**config.mk**
```make
export PLATFORM = sky130hd
export DESIGN_NAME = inst_loader
export DESIGN_NICKNAME = d
export VERILOG_FILES = /design/src/rtl/inst_loader.sv
export SDC_FILE = /design/constraint.sdc
export NUM_CORES = 1
export LEC_CHECK = 0
export ABC_AREA = 1
export BUFFER_PORTS_ARGS = -buffer_cell sky130_fd_sc_hd__buf_2
export CORE_MARGIN = 2
export CORE_UTILIZATION = 54
export CTS_BUF_LIST = sky130_fd_sc_hd__clkbuf_4 sky130_fd_sc_hd__clkbuf_8 sky130_fd_sc_hd__clkbuf_16
export DETAILED_ROUTE_END_ITERATION = 10
export PLACE_DENSITY = 0.79
export SYNTH_ARGS = -nofsm -noshare
export SYNTH_HDL_FRONTEND = slang
export SYNTH_SLANG_ARGS = --single-unit
```
**constraint.sdc**
```tcl
create_clock -name clk -period 1.9 [get_ports clk]
set_input_delay 0.38 -clock clk [delete_from_list [all_inputs] [get_ports clk]]
set_output_delay 0.38 -clock clk [all_outputs]
set_load 0.01 [all_outputs]
```
**src/rtl/inst_loader.sv**
```systemverilog
// Program loader: assembles big-endian words from a byte stream (length word, then N words),
// writes them to instruction memory, then releases the core with cpu_start / load_done.
module inst_loader #(
  parameter int ADDR_WIDTH = 14
) (
  input  logic                  clk,
  input  logic                  rst,
  input  logic [7:0]            rx_data,
  input  logic                  rx_valid,
  output logic                  rx_ready,
  output logic                  imem_we,
  output logic [ADDR_WIDTH-1:0] imem_addr,
  output logic [31:0]           imem_wdata,
  output logic                  loading,
  output logic                  load_done,
  output logic                  cpu_start,
  output logic                  load_err
);

  // S_FIN is the cycle carrying the final write pulse, so cpu_start lands one cycle later.
  typedef enum logic [1:0] {S_LEN, S_DATA, S_FIN, S_DONE} state_t;

  localparam logic [32:0] DEPTH = 33'd1 << ADDR_WIDTH;

  state_t                r_state;
  state_t                w_state_next;
  logic [1:0]            r_byte_cnt;
  logic [23:0]           r_shift;
  logic [31:0]           r_word_idx;
  logic [31:0]           r_len;
  logic                  r_we;
  logic [ADDR_WIDTH-1:0] r_addr;
  logic [31:0]           r_wdata;
  logic                  r_start;
  logic                  r_err;

  logic                  w_xfer;
  logic                  w_complete;
  logic [31:0]           w_word;
  logic                  w_in_range;
  logic                  w_last;
  logic                  w_len_over;

  assign w_xfer     = rx_valid && rx_ready;
  assign w_complete = w_xfer && (r_byte_cnt == 2'd3);
  assign w_word     = {r_shift, rx_data};
  assign w_in_range = ({1'b0, r_word_idx} < DEPTH);
  assign w_last     = ((r_word_idx + 32'd1) == r_len);
  assign w_len_over = ({1'b0, w_word} > DEPTH);

  always_comb begin
    w_state_next = r_state;
    rx_ready     = 1'b0;
    loading      = 1'b0;
    load_done    = 1'b0;
    case (r_state)
      S_LEN: begin
        rx_ready = 1'b1;
        loading  = 1'b1;
        if (w_complete) begin
          w_state_next = (w_word == 32'd0) ? S_DONE : S_DATA;
        end
      end
      S_DATA: begin
        rx_ready = 1'b1;
        loading  = 1'b1;
        if (w_complete && w_last) begin
          w_state_next = S_FIN;
        end
      end
      S_FIN: begin
        w_state_next = S_DONE;
      end
      S_DONE: begin
        load_done = 1'b1;
      end
      default: w_state_next = S_LEN;
    endcase
  end

  always_ff @(posedge clk) begin
    if (rst) begin
      r_state    <= S_LEN;
      r_byte_cnt <= 2'd0;
      r_shift    <= 24'd0;
      r_word_idx <= 32'd0;
      r_len      <= 32'd0;
      r_we       <= 1'b0;
      r_addr     <= '0;
      r_wdata    <= 32'd0;
      r_start    <= 1'b0;
      r_err      <= 1'b0;
    end else begin
      r_state <= w_state_next;
      r_we    <= 1'b0;
      r_start <= (r_state != S_DONE) && (w_state_next == S_DONE);
      if (w_xfer) begin
        r_shift    <= w_word[23:0];
        r_byte_cnt <= r_byte_cnt + 2'd1;
      end
      if (w_complete && (r_state == S_LEN)) begin
        r_len <= w_word;
        if (w_len_over) begin
          r_err <= 1'b1;
        end
      end
      // Words past the memory depth are still consumed and counted, just not written.
      if (w_complete && (r_state == S_DATA)) begin
        r_word_idx <= r_word_idx + 32'd1;
        if (w_in_range) begin
          r_we    <= 1'b1;
          r_addr  <= r_word_idx[ADDR_WIDTH-1:0];
          r_wdata <= w_word;
        end
      end
    end
  end

  assign imem_we    = r_we;
  assign imem_addr  = r_addr;
  assign imem_wdata = r_wdata;
  assign cpu_start  = r_start;
  assign load_err   = r_err;

endmodule

```
==> results of run 1 <==
==> cell type report <==
cell class                 count  area, µm²  share of cell area, %
inverter                     120        450                   4.97
clock inverter                13        129                   1.42
timing repair buffer         166       1490                   16.4
multi-input combinational    661       3490                   38.6
clock buffer                  18        439                   4.85
tap                          168        210                   2.32
sequential                   141       2850                   31.4
==> state kept, by name (all words and copies together) (netlist names) <==
signal and flops:
r_state 2, imem_we 1, r_len 32, r_byte_cnt 2, imem_addr 14, r_word_idx 32, cpu_start 1, load_err 1
imem_wdata 32, r_shift 24
==> where the power goes <==
| part | switching, W | internal [W] |
|---|---|---|
| Sequential | 0.0000601 | 0.00301 |
| Clock | 0.00140 | 0.00185 |
| Combinational | 0.000229 | 0.000105 |
==> per-stage QoR <==
| step | cell area (µm²) | setup WS, ps |
|---|---|---|
| after floorplan | 6750 | 29.9 |
| after global placement | 7720 | -139 |
| after detailed placement | 7720 | -174 |
| after CTS | 8710 | -114 |
| after global routing | 9060 | -356 |
| final | 9060 | -315 |
==> routing by layer <==
metal  up-vias  routed length, µm
met4         0               1350
met3       113               2410
met2       459              10900
met1      3424               8870
li1       3468                  -
met5         -                  0
==> kinds of logic after synthesis <==
| family | share of synthesized area (%) |
|---|---|
| xor gates and xnor gates | 0.390 |
| and+or+nand+nor | 29.4 |
| AOI/OAI and AO/OA | 18.6 |
| DFF | 41.8 |
| adders and majority gates | 0.371 |
| buffers and inverters | 9.42 |
==> tightest hold or removal path, cell delays in order <==
cell	delay [ps]
buf_2	90
inv_1	50
a21oi_1	110
==> how the worst min path moves through the flow <==
stage | start | to | slack (ps)
floorplan | r_len[8] | r_len[8] | 440
global placement | r_len[14] | r_len[14] | 450
detailed placement | r_len[14] | r_len[14] | 460
CTS | rx_data[0] | r_shift[0] | 240
global route | rx_data[0] | r_shift[0] | 240
finish | rx_data[0] | r_shift[0] | 230
==> layout by cell type (no fill, tap or decap), types with 3 or more instances in the layout <==
master	netlist	final
nor2_8	3	3
a211oi_2	4	4
nand3b_1	9	9
nand3_2	3	4
dfxtp_4	0	3
nor2_2	3	28
buf_2	10	62
clkinv_1	2	3
nor3_1	4	3
nand4_1	17	17
nand2_4	3	7
nand2_2	4	11
nor4_1	4	4
clkbuf_16	0	23
a211oi_1	35	35
clkinvlp_4	0	4
inv_2	4	6
buf_6	0	8
nand2_1	194	183
o21ai_0	87	80
inv_1	114	111
o21ai_2	0	7
buf_16	0	7
o211ai_1	10	10
nand3_1	62	61
a21oi_1	78	78
o21ai_1	3	3
dfxtp_1	141	127
nor2_4	6	10
dfxtp_2	0	11
buf_12	0	8
inv_6	0	5
buf_4	2	72
nor2_1	120	91
buf_8	0	3
==> what timing repair did <==
item                                    4_1_cts  5_1_grt
pin swaps                                    17       28
gates resized for setup                      50       56
buffers inserted                             14        6
endpoints found under the setup margin       47       48
gates cloned                                  6        6
endpoints found under the hold margin         0        0
==> flow_metrics.py, run 1 <==
metrics = {
    "run_status": {
        "status": "finished with violations",
        "violations": "DRC, setup timing",
    },
    "global_route": {
        "antenna_found_initial": 0,
        "grt_util_met2_pct": 52.1,
        "grt_overflow_total": 0,
        "grt_pass1_wl_um": 33900,
        "use_met1_pct": 41.7,
        "track_usage_pct": 32.8,
        "grt_pass1_vias": 6699,
        "grt_max_degree": 58,
        "top_usage_layer": "met2",
        "grt_use_met3_pct": 7.69,
    },
    "logic_synthesis": {
        "yosysSeqAreaShare_pct": 41.8,
        "syn_area_mm2": 0.00675,
        "ys_ff_latch": 141,
        "ys_types": 35,
        "synth_edf_count": 0,
        "synth.largest_area_cell": "dfxtp_1",
        "syn_avg_cell_area_um2": 6.98,
        "synth_nets": 979,
        "synth_commonest_cells": "nand2_1, dfxtp_1, nor2_1, inv_1, o21ai_0",
        "synth_most_common_cell": "nand2_1",
        "yosysTopAreaCellShare_pct": 41.8,
        "ys.flop_type": "dfxtp_1",
        "synth_area_leaders": "dfxtp_1, nand2_1, nor2_1",
        "ys_warn_count": 0,
        "postSynthCellCount": 966,
        "async_flop_share_pct": 0,
    },
    "worst_setup_path": {
        "cpLargestDelayFamily": "simple AND/OR/NAND/NOR gates",
        "critical-path-max-stage-delay_ps": 340,
        "worstPathArrival_ps": 2540,
        "worstPathMaxFanout": 5,
        "cp.depth": 11,
        "crit_path_end": "imem_wdata[17]",
        "r2r_slack_ps": -320,
        "worst-endpoint-required_ps": 2230,
        "criticalPathCategory": "flip-flop to flip-flop",
        "cp_num_buf_inv": 5,
        "critPathSlowestCell": "dfxtp_2",
        "cp_cell_sequence": "buf_6 -> nor2_4 -> nand4_1 -> nand3b_1 -> nor4_4 -> buf_6 -> buf_8 -> buf_12 -> clkbuf_16 -> nor2_2 -> a211oi_1",
        "r2r_cells": 11,
        "critPathLaunchType": "flip-flop",
        "timing.rr.end": "imem_wdata[17]",
        "cp-end-kind": "flip-flop",
        "cpMostUsedCell": "buf_6",
        "cp-startpoint": "r_word_idx[16]",
        "reg2reg_from": "r_word_idx[16]",
    },
    "detailed_routing": {
        "wire_per_inst_um": 18.3,
        "firstDrtPassIters": 9,
        "drc": 1,
        "wl_um": 23600,
        "drt-vias-per-instance": 5.80,
        "drtIter0Drc": 748,
        "vias": 7464,
        "ant_nets": 0,
    },
    "final_layout": {
        "area_delta_synth_final_pct": 34.3,
        "final_util_pct": 74.8,
        "fillers": 872,
        "drive_above_1_share_pct": 26.6,
        "fin_cells": 1287,
        "final_nets": 1120,
        "antenna_cells": 0,
    },
    "clocking": {
        "ctsHoldBuffers": 0,
        "cts_buffer_depth": 2,
        "cts_max_level": 4,
        "cts_buffers": 17,
        "cts.clk_slew.worst_paths_ps": 70,
        "cts_tree": "built",
        "insertion_delay_ps": 440,
        "cts_sinks": 141,
        "root_buffer": "clkbuf_16",
    },
    "power_and_ir_drop": {
        "powerDensity_mw_per_mm2": 735,
        "total_power_w": 0.00666,
        "vdd_drop_max_uv": 804,
        "p_leak_nw": 4.12,
    },
    "timing": {
        "setup_violations": 48,
        "setup_tns_ps": -7860,
        "max_freq_mhz": 451,
        "worst_pin_slew_ps": 770,
        "fin_crit_sh_pct": 117,
        "fin_skew_ps": 8.94,
        "period_needed_ps": 2220,
        "hold_viol": 0,
        "rsz0062_at_grt": "true",
        "fin_ws_ps": -315,
        "whs_ps": 233,
        "drv_slew": 0,
        "relSlewSlack_pct": 48.4,
    },
    "placement": {
        "placed_cells": 1224,
        "gp_congestion": 0.957,
        "numPortBuffers": 62,
        "dp_hpwl_um": 13000,
    },
    "floorplanning": {
        "die-height_um": 116,
        "num_io_pins": 63,
        "die_w_um": 116,
        "core_area_mm2": 0.0121,
        "row_count": 40,
        "initial_utilization_pct": 55.7,
        "die_area_mm2": 0.0134,
    },
    "hold_path": {
        "hold_class": "input pin to flip-flop",
        "min_path_cells": 3,
    },
    "flow_run": {
        "maxCapViolCount": 0,
    },
}
No activity file was read; power rests on OpenSTA's default activity.
==> run 2, diff against run 1 <==
==> config.mk (replaced) <==
export PLATFORM = sky130hd
export DESIGN_NAME = inst_loader
export DESIGN_NICKNAME = d
export VERILOG_FILES = /design/src/rtl/inst_loader.sv
export SDC_FILE = /design/constraint.sdc
export NUM_CORES = 1
export LEC_CHECK = 0
export ABC_AREA = 0
export BUFFER_PORTS_ARGS = -buffer_cell sky130_fd_sc_hd__buf_2
export CORE_MARGIN = 2
export CORE_UTILIZATION = 29
export CTS_BUF_LIST = sky130_fd_sc_hd__clkbuf_4 sky130_fd_sc_hd__clkbuf_8 sky130_fd_sc_hd__clkbuf_16
export CTS_CLUSTER_DIAMETER = 50
export DETAILED_ROUTE_END_ITERATION = 10
export PLACE_DENSITY = 0.5
export SYNTH_ARGS = -nofsm -noshare
export SYNTH_HDL_FRONTEND = slang
export SYNTH_SLANG_ARGS = --single-unit
==> run 2 against run 1 <==
Effect of this change: the flow finishes with violations (setup timing); maximum frequency is 2.6% higher; cell count fell by 6.5%; setup slack better by 55 ps.
==> flow_metrics.py, run 2 <==
metrics = {
    "global_route": {
        "grt_pass1_wl_um": 29600,
        "grt_pass1_vias": 5515,
        "antenna_found_initial": 0,
        "track_usage_pct": 15.9,
        "grt_max_degree": 36,
        "grt_overflow_total": 0,
    },
    "detailed_routing": {
        "wire_per_inst_um": 15.1,
        "firstDrtPassIters": 5,
        "drc": 0,
        "wl_um": 18200,
        "ant_nets": 0,
        "vias": 5662,
        "drtIter0Drc": 319,
        "drt-vias-per-instance": 4.71,
    },
    "final_layout": {
        "antenna_cells": 0,
        "drive_above_1_share_pct": 31.7,
        "layout.cells.most_common": "nand2_1",
        "final_nets": 924,
        "layout_common_cells": "nand2_1, dfxtp_1, buf_4",
        "area_delta_synth_final_pct": 40.1,
    },
    "placement": {
        "numPortBuffers": 62,
        "dp_hpwl_um": 12600,
        "gp_congestion": 0.841,
        "pre_cts_ws_ps": -479,
    },
    "worst_setup_path": {
        "worstPathArrival_ps": 2460,
        "worstPathMaxFanout": 8,
        "critPathLaunchType": "flip-flop",
        "worst-endpoint-required_ps": 2200,
        "criticalPathCategory": "flip-flop to flip-flop",
        "cp-end-kind": "flip-flop",
    },
    "logic_synthesis": {
        "ys.flop_type": "dfxtp_1",
        "syn_area_mm2": 0.00634,
        "ys_warn_count": 0,
        "synth_nets": 770,
        "synth_area_leaders": "dfxtp_1, nand2_1, mux2i_1",
        "synth_commonest_cells": "dfxtp_1, nand2_1, nor2_1, a21oi_1, mux2i_1",
        "syn_avg_cell_area_um2": 8.38,
        "yosysSeqAreaShare_pct": 44.5,
        "async_flop_share_pct": 0,
        "postSynthCellCount": 757,
        "synth_edf_count": 0,
        "synth.largest_area_cell": "dfxtp_1",
        "ys_types": 51,
        "synth_most_common_cell": "dfxtp_1",
        "ys_ff_latch": 141,
        "yosysTopAreaCellShare_pct": 44.5,
    },
    "power_and_ir_drop": {
        "p_leak_nw": 3.49,
        "clkPwrFrac_pct": 51.5,
        "switchingPower_w": 0.00158,
        "vdd_drop_max_uv": 639,
        "combinationalPowerShare_pct": 3.3,
        "total_power_w": 0.00664,
        "seqPwrFrac_pct": 45.2,
        "powerDensity_mw_per_mm2": 747,
        "p_sw_share_pct": 23.9,
        "p_int_w": 0.00505,
    },
    "timing": {
        "fin_crit_sh_pct": 114,
        "rsz0062_at_grt": "true",
        "period_needed_ps": 2160,
        "setup_violations": 57,
        "drv_slew": 0,
        "whs_ps": 236,
        "hold_viol": 0,
        "fin_ws_ps": -260,
        "worst_pin_slew_ps": 624,
        "setup_tns_ps": -5420,
        "relSlewSlack_pct": 58.4,
        "max_freq_mhz": 463,
        "fin_skew_ps": 9.13,
    },
    "clocking": {
        "cts_tree": "built",
        "ctsHoldBuffers": 0,
        "cts.clk_slew.worst_paths_ps": 70,
        "cts_buffers": 17,
        "cts_sinks": 141,
        "insertion_delay_ps": 430,
        "root_buffer": "clkbuf_16",
        "cts_buffer_depth": 2,
        "cts_max_level": 4,
    },
    "run_status": {
        "violations": "setup timing",
        "status": "finished with violations",
    },
    "flow_run": {
        "maxCapViolCount": 0,
    },
    "floorplanning": {
        "die-height_um": 152,
        "die_area_mm2": 0.0231,
        "num_io_pins": 63,
        "core_area_mm2": 0.0216,
        "initial_utilization_pct": 29.3,
        "die_w_um": 152,
        "row_count": 54,
    },
    "hold_path": {
        "hold_class": "input pin to flip-flop",
    },
}
[run 2: cell types whose count changed after synthesis, moves of 34 or more]
cell / previous run / this run
nand2_1: 194 / 139
o21ai_0: 87 / 13
a211oi_1: 35 / 1
xor2_1: 1 / 37
mux2i_1: 0 / 50
inv_1: 114 / 4
nand3_1: 62 / 14
[run 2: area by class of cell]
class	instances	area [µm²]
fillers	2204	12700
multi-input cells	553	3550
flip-flops and latches	141	2860
repair buffers	194	1520
clock buffers	18	439
well taps	280	350
clock inverters	13	154
inverters	4	15.0
[run 2: kinds of logic (layout without fill, tap and decap cells)]
group / count (synthesis) / after routing / share of synthesized area, %
AND/OR/NAND/NOR: 330 / 330 / 24.0
flip-flops: 141 / 141 / 44.5
AO/OA/AOI/OAI: 103 / 103 / 9.25
XOR/XNOR: 68 / 68 / 9.39
buffers and inverters: 63 / 229 / 4.54
multiplexers: 50 / 50 / 7.89
adder cells (fa/ha/maj): 2 / 2 / 0.394
[run 2: final timing paths]
check / from / endpoint / slack (ps) / cells past startpoint
worst max register to register: r_word_idx[0] / r_state[0] / -260 / 9
worst min-delay path: rx_data[5] / r_len[5] / 240 / 3
worst max-delay path: r_word_idx[0] / r_state[0] / -260 / 9
worst min register to register: r_len[3] / r_len[3] / 470 / 2
[run 2: worst max-delay path, cell delays in order (launching register included)]
cell and delay (ps):
dfxtp_4 380, ha_4 150, nand3_4 110, nor4_4 300
buf_6 180, and3_4 190, a31oi_4 90, nor4_2 290
nand4_1 150, nor3b_2 180
[run 2: timing repair]
item,in CTS,in global routing
pin swaps,17,20
cloned,4,0
resized for setup,53,24
setup buffers,6,5
endpoints found under the setup margin,63,62
[run 2: per-stage QoR]
stage | cells | area [µm²] | utilization (%)
2_1_floorplan | 757 | 6530 | -
3_3_place_gp | 1158 | 7780 | 36.0
3_5_place_dp | 1158 | 7780 | 36.0
4_1_cts | 1199 | 8750 | 40.5
5_1_grt | 1203 | 8890 | 41.1
6_report | 1203 | 8890 | 41.1
[run 2: power by group through the flow]
stage / Sequential, W / Clock, W / Combinational, W
finish: 0.00300 / 0.00342 / 0.000219
detailed placement: 0.00307 / 0 / 0.000215
global route: 0.00300 / 0.00361 / 0.000240
CTS: 0.00300 / 0.00347 / 0.000218
floorplan: 0.00307 / 0 / 0.000111
global placement: 0.00307 / 0 / 0.000216
[run 2: metal layers]
layer,part of all wire (%),GRT usage [%],vias to the layer above,routed length (µm)
met5,0,0,-,0
met4,1.6,5.25,0,287
met3,3.7,3.39,24,675
met2,45,25.1,108,8250
met1,49,21.7,2642,8990
li1,-,-,2888,-
==> run 3, diff against run 2 <==
--- a/config.mk
+++ b/config.mk
@@ -5,14 +5,15 @@
 export SDC_FILE = /design/constraint.sdc
 export NUM_CORES = 1
 export LEC_CHECK = 0
-export ABC_AREA = 0
+export ABC_AREA = 1
 export BUFFER_PORTS_ARGS = -buffer_cell sky130_fd_sc_hd__buf_2
 export CORE_MARGIN = 2
 export CORE_UTILIZATION = 29
 export CTS_BUF_LIST = sky130_fd_sc_hd__clkbuf_4 sky130_fd_sc_hd__clkbuf_8 sky130_fd_sc_hd__clkbuf_16
 export CTS_CLUSTER_DIAMETER = 50
+export CTS_CLUSTER_SIZE = 24
 export DETAILED_ROUTE_END_ITERATION = 10
-export PLACE_DENSITY = 0.5
+export PLACE_DENSITY = 0.49
 export SYNTH_ARGS = -nofsm -noshare
 export SYNTH_HDL_FRONTEND = slang
 export SYNTH_SLANG_ARGS = --single-unit
==> run 3 against run 2 <==
Effect of this change: the flow still finishes with violations (setup timing); wire length is 24% higher; core utilization is 0.063 points higher; global-route usage is 2.0 points higher; setup slack better by 89 ps; first-iteration DRC count is 61% higher; clock power is 3% lower; cell count is 18% higher; design area is 5.2% higher; count of clock-buffer cells in the layout stayed put; critical path depth is 2 higher; critical path type unchanged; highest routed layer unchanged.
==> flow_metrics.py, run 3 (synthesis gave the netlist of run 1 again) <==
metrics = {
    "timing": {
        "fin_skew_ps": 8.60,
        "period_needed_ps": 2070,
        "drv_slew": 0,
        "whs_ps": 265,
        "fin_ws_ps": -171,
        "rsz0062_at_grt": "true",
        "relSlewSlack_pct": 63.0,
        "worst_pin_slew_ps": 555,
        "setup_violations": 48,
        "hold_viol": 0,
        "max_freq_mhz": 483,
        "fin_crit_sh_pct": 109,
    },
    "placement": {
        "gp_congestion": 0.847,
        "dpl_cell_area_mm2": 0.00797,
        "numPortBuffers": 62,
        "dp_hpwl_um": 15200,
    },
    "worst_setup_path": {
        "cp-startpoint": "r_word_idx[16]",
        "cp_cell_sequence": "buf_6 -> buf_6 -> nor2_4 -> nand4_1 -> nand3b_1 -> nor4_4 -> buf_4 -> buf_12 -> buf_12 -> clkbuf_16 -> a211oi_1",
        "critPathSlowestCell": "dfxtp_2",
        "reg2reg_from": "r_word_idx[16]",
        "worstPathArrival_ps": 2350,
        "critPathLaunchType": "flip-flop",
        "criticalPathCategory": "flip-flop to flip-flop",
        "cp-end-kind": "flip-flop",
        "critical-path-max-stage-delay_ps": 330,
        "worst-endpoint-required_ps": 2180,
        "worstPathMaxFanout": 6,
    },
    "clocking": {
        "cts_buffers": 17,
        "insertion_delay_ps": 430,
        "cts_tree": "built",
        "cts_sinks": 141,
        "cts_buffer_depth": 2,
        "ctsHoldBuffers": 0,
        "cts_max_level": 4,
        "root_buffer": "clkbuf_16",
        "cts.clk_slew.worst_paths_ps": 70,
    },
    "hold_path": {
        "hold_class": "input pin to flip-flop",
        "hold_path_startpoint": "rx_data[1]",
    },
    "power_and_ir_drop": {
        "p_sw_share_pct": 26.9,
        "p_int_w": 0.00490,
        "seqPwrFrac_pct": 45.8,
        "vdd_drop_max_uv": 471,
        "combinationalPowerShare_pct": 4.7,
        "switchingPower_w": 0.00180,
        "total_power_w": 0.00670,
        "p_leak_nw": 4.19,
        "clkPwrFrac_pct": 49.4,
        "powerDensity_mw_per_mm2": 717,
    },
    "detailed_routing": {
        "wl_um": 22600,
        "wire_per_inst_um": 16.0,
        "vias": 6796,
        "drc": 0,
        "ant_nets": 0,
        "firstDrtPassIters": 5,
        "drt-vias-per-instance": 4.79,
        "drtIter0Drc": 512,
    },
    "floorplanning": {
        "die-height_um": 157,
        "num_io_pins": 63,
        "initial_utilization_pct": 29.7,
        "core_area_mm2": 0.0227,
        "row_count": 55,
        "die_area_mm2": 0.0245,
        "die_w_um": 157,
    },
    "global_route": {
        "track_usage_pct": 17.9,
        "antenna_found_initial": 0,
        "grt_overflow_total": 0,
        "grt_pass1_wl_um": 33800,
        "grt_max_degree": 54,
        "grt_pass1_vias": 6237,
    },
    "final_layout": {
        "fillers": 2340,
        "drive_above_1_share_pct": 28.2,
        "final_nets": 1133,
        "fin_area_mm2": 0.00935,
        "area_delta_synth_final_pct": 38.6,
        "final_util_pct": 41.2,
        "antenna_cells": 0,
        "layout_common_cells": "nand2_1, dfxtp_1, inv_1",
        "layout.cells.most_common": "nand2_1",
    },
    "flow_run": {
        "maxCapViolCount": 0,
    },
    "run_status": {
        "status": "finished with violations",
        "violations": "setup timing",
    },
}
[run 3: changes by cell type in the layout (fill, tap and decap cells not counted), moves of 36 or more]
| cell | delta |
|---|---|
| inv_1 | +107 |
| mux2i_1 | -47 |
| nand2_1 | +52 |
| nand3_1 | +48 |
| o21ai_0 | +70 |
| xor2_1 | -36 |
[run 3: metrics by stage]
stage / TNS (ps) / worst slack (ps) / cells
final: -6270 / -171 / 1418
after global routing: -8560 / -302 / 1418
after floorplan: 0 / 29.9 / 966
after detailed placement: -5580 / -270 / 1359
after global placement: -4980 / -235 / 1359
after CTS: -819 / -105 / 1402
[run 3: final timing paths]
| kind | end | slack [ps] | cells after the start |
|---|---|---|---|
| worst max register to register | imem_wdata[19] | -170 | 11 |
| worst min register to register | r_len[14] | 470 | 2 |
| worst min-delay path | r_shift[1] | 270 | 3 |
| worst max-delay path | imem_wdata[19] | -170 | 11 |
[run 3: routing by layer]
metal | global-route usage, % | vias to the layer above | part of all wire [%]
li1 | - | 3517 | -
met1 | 25.8 | 3111 | 50
met2 | 27.8 | 142 | 44
met3 | 2.94 | 26 | 3.6
met4 | 4.89 | 0 | 1.9
met5 | 0 | - | 0
[run 3: worst max-delay path, delay by kind of cell (launching register included)]
kind	cells	cell delay [ps]
compound gates	1	70
buf+inv	6	850
flops	1	330
simple gates	4	670
[run 3: timing repair]
| item | CTS | global route |
|---|---|---|
| resized for setup | 55 | 58 |
| buffers inserted | 9 | 6 |
| pin swaps | 18 | 23 |
| gates cloned | 3 | 11 |
| setup endpoints to repair | 55 | 54 |
[run 3: final cells by class]
class | instances | area, µm² | share of cell area (%)
multi-input cells | 661 | 3580 | 38.3
flip-flops and latches | 141 | 2850 | 30.4
repair buffers | 179 | 1540 | 16.4
inverters | 120 | 453 | 4.84
clock buffers | 18 | 439 | 4.70
well taps | 285 | 357 | 3.81
clock inverters | 14 | 139 | 1.49
[run 3: power by group through the flow]
| stage | Sequential [W] | Clock [W] | Combinational (W) |
|---|---|---|---|
| detailed placement | 0.00314 | 0 | 0.000301 |
| global placement | 0.00314 | 0 | 0.000299 |
| floorplan | 0.00311 | 0 | 0.000196 |
| CTS | 0.00307 | 0.00338 | 0.000309 |
| global route | 0.00308 | 0.00352 | 0.000359 |
| finish | 0.00307 | 0.00331 | 0.000317 |
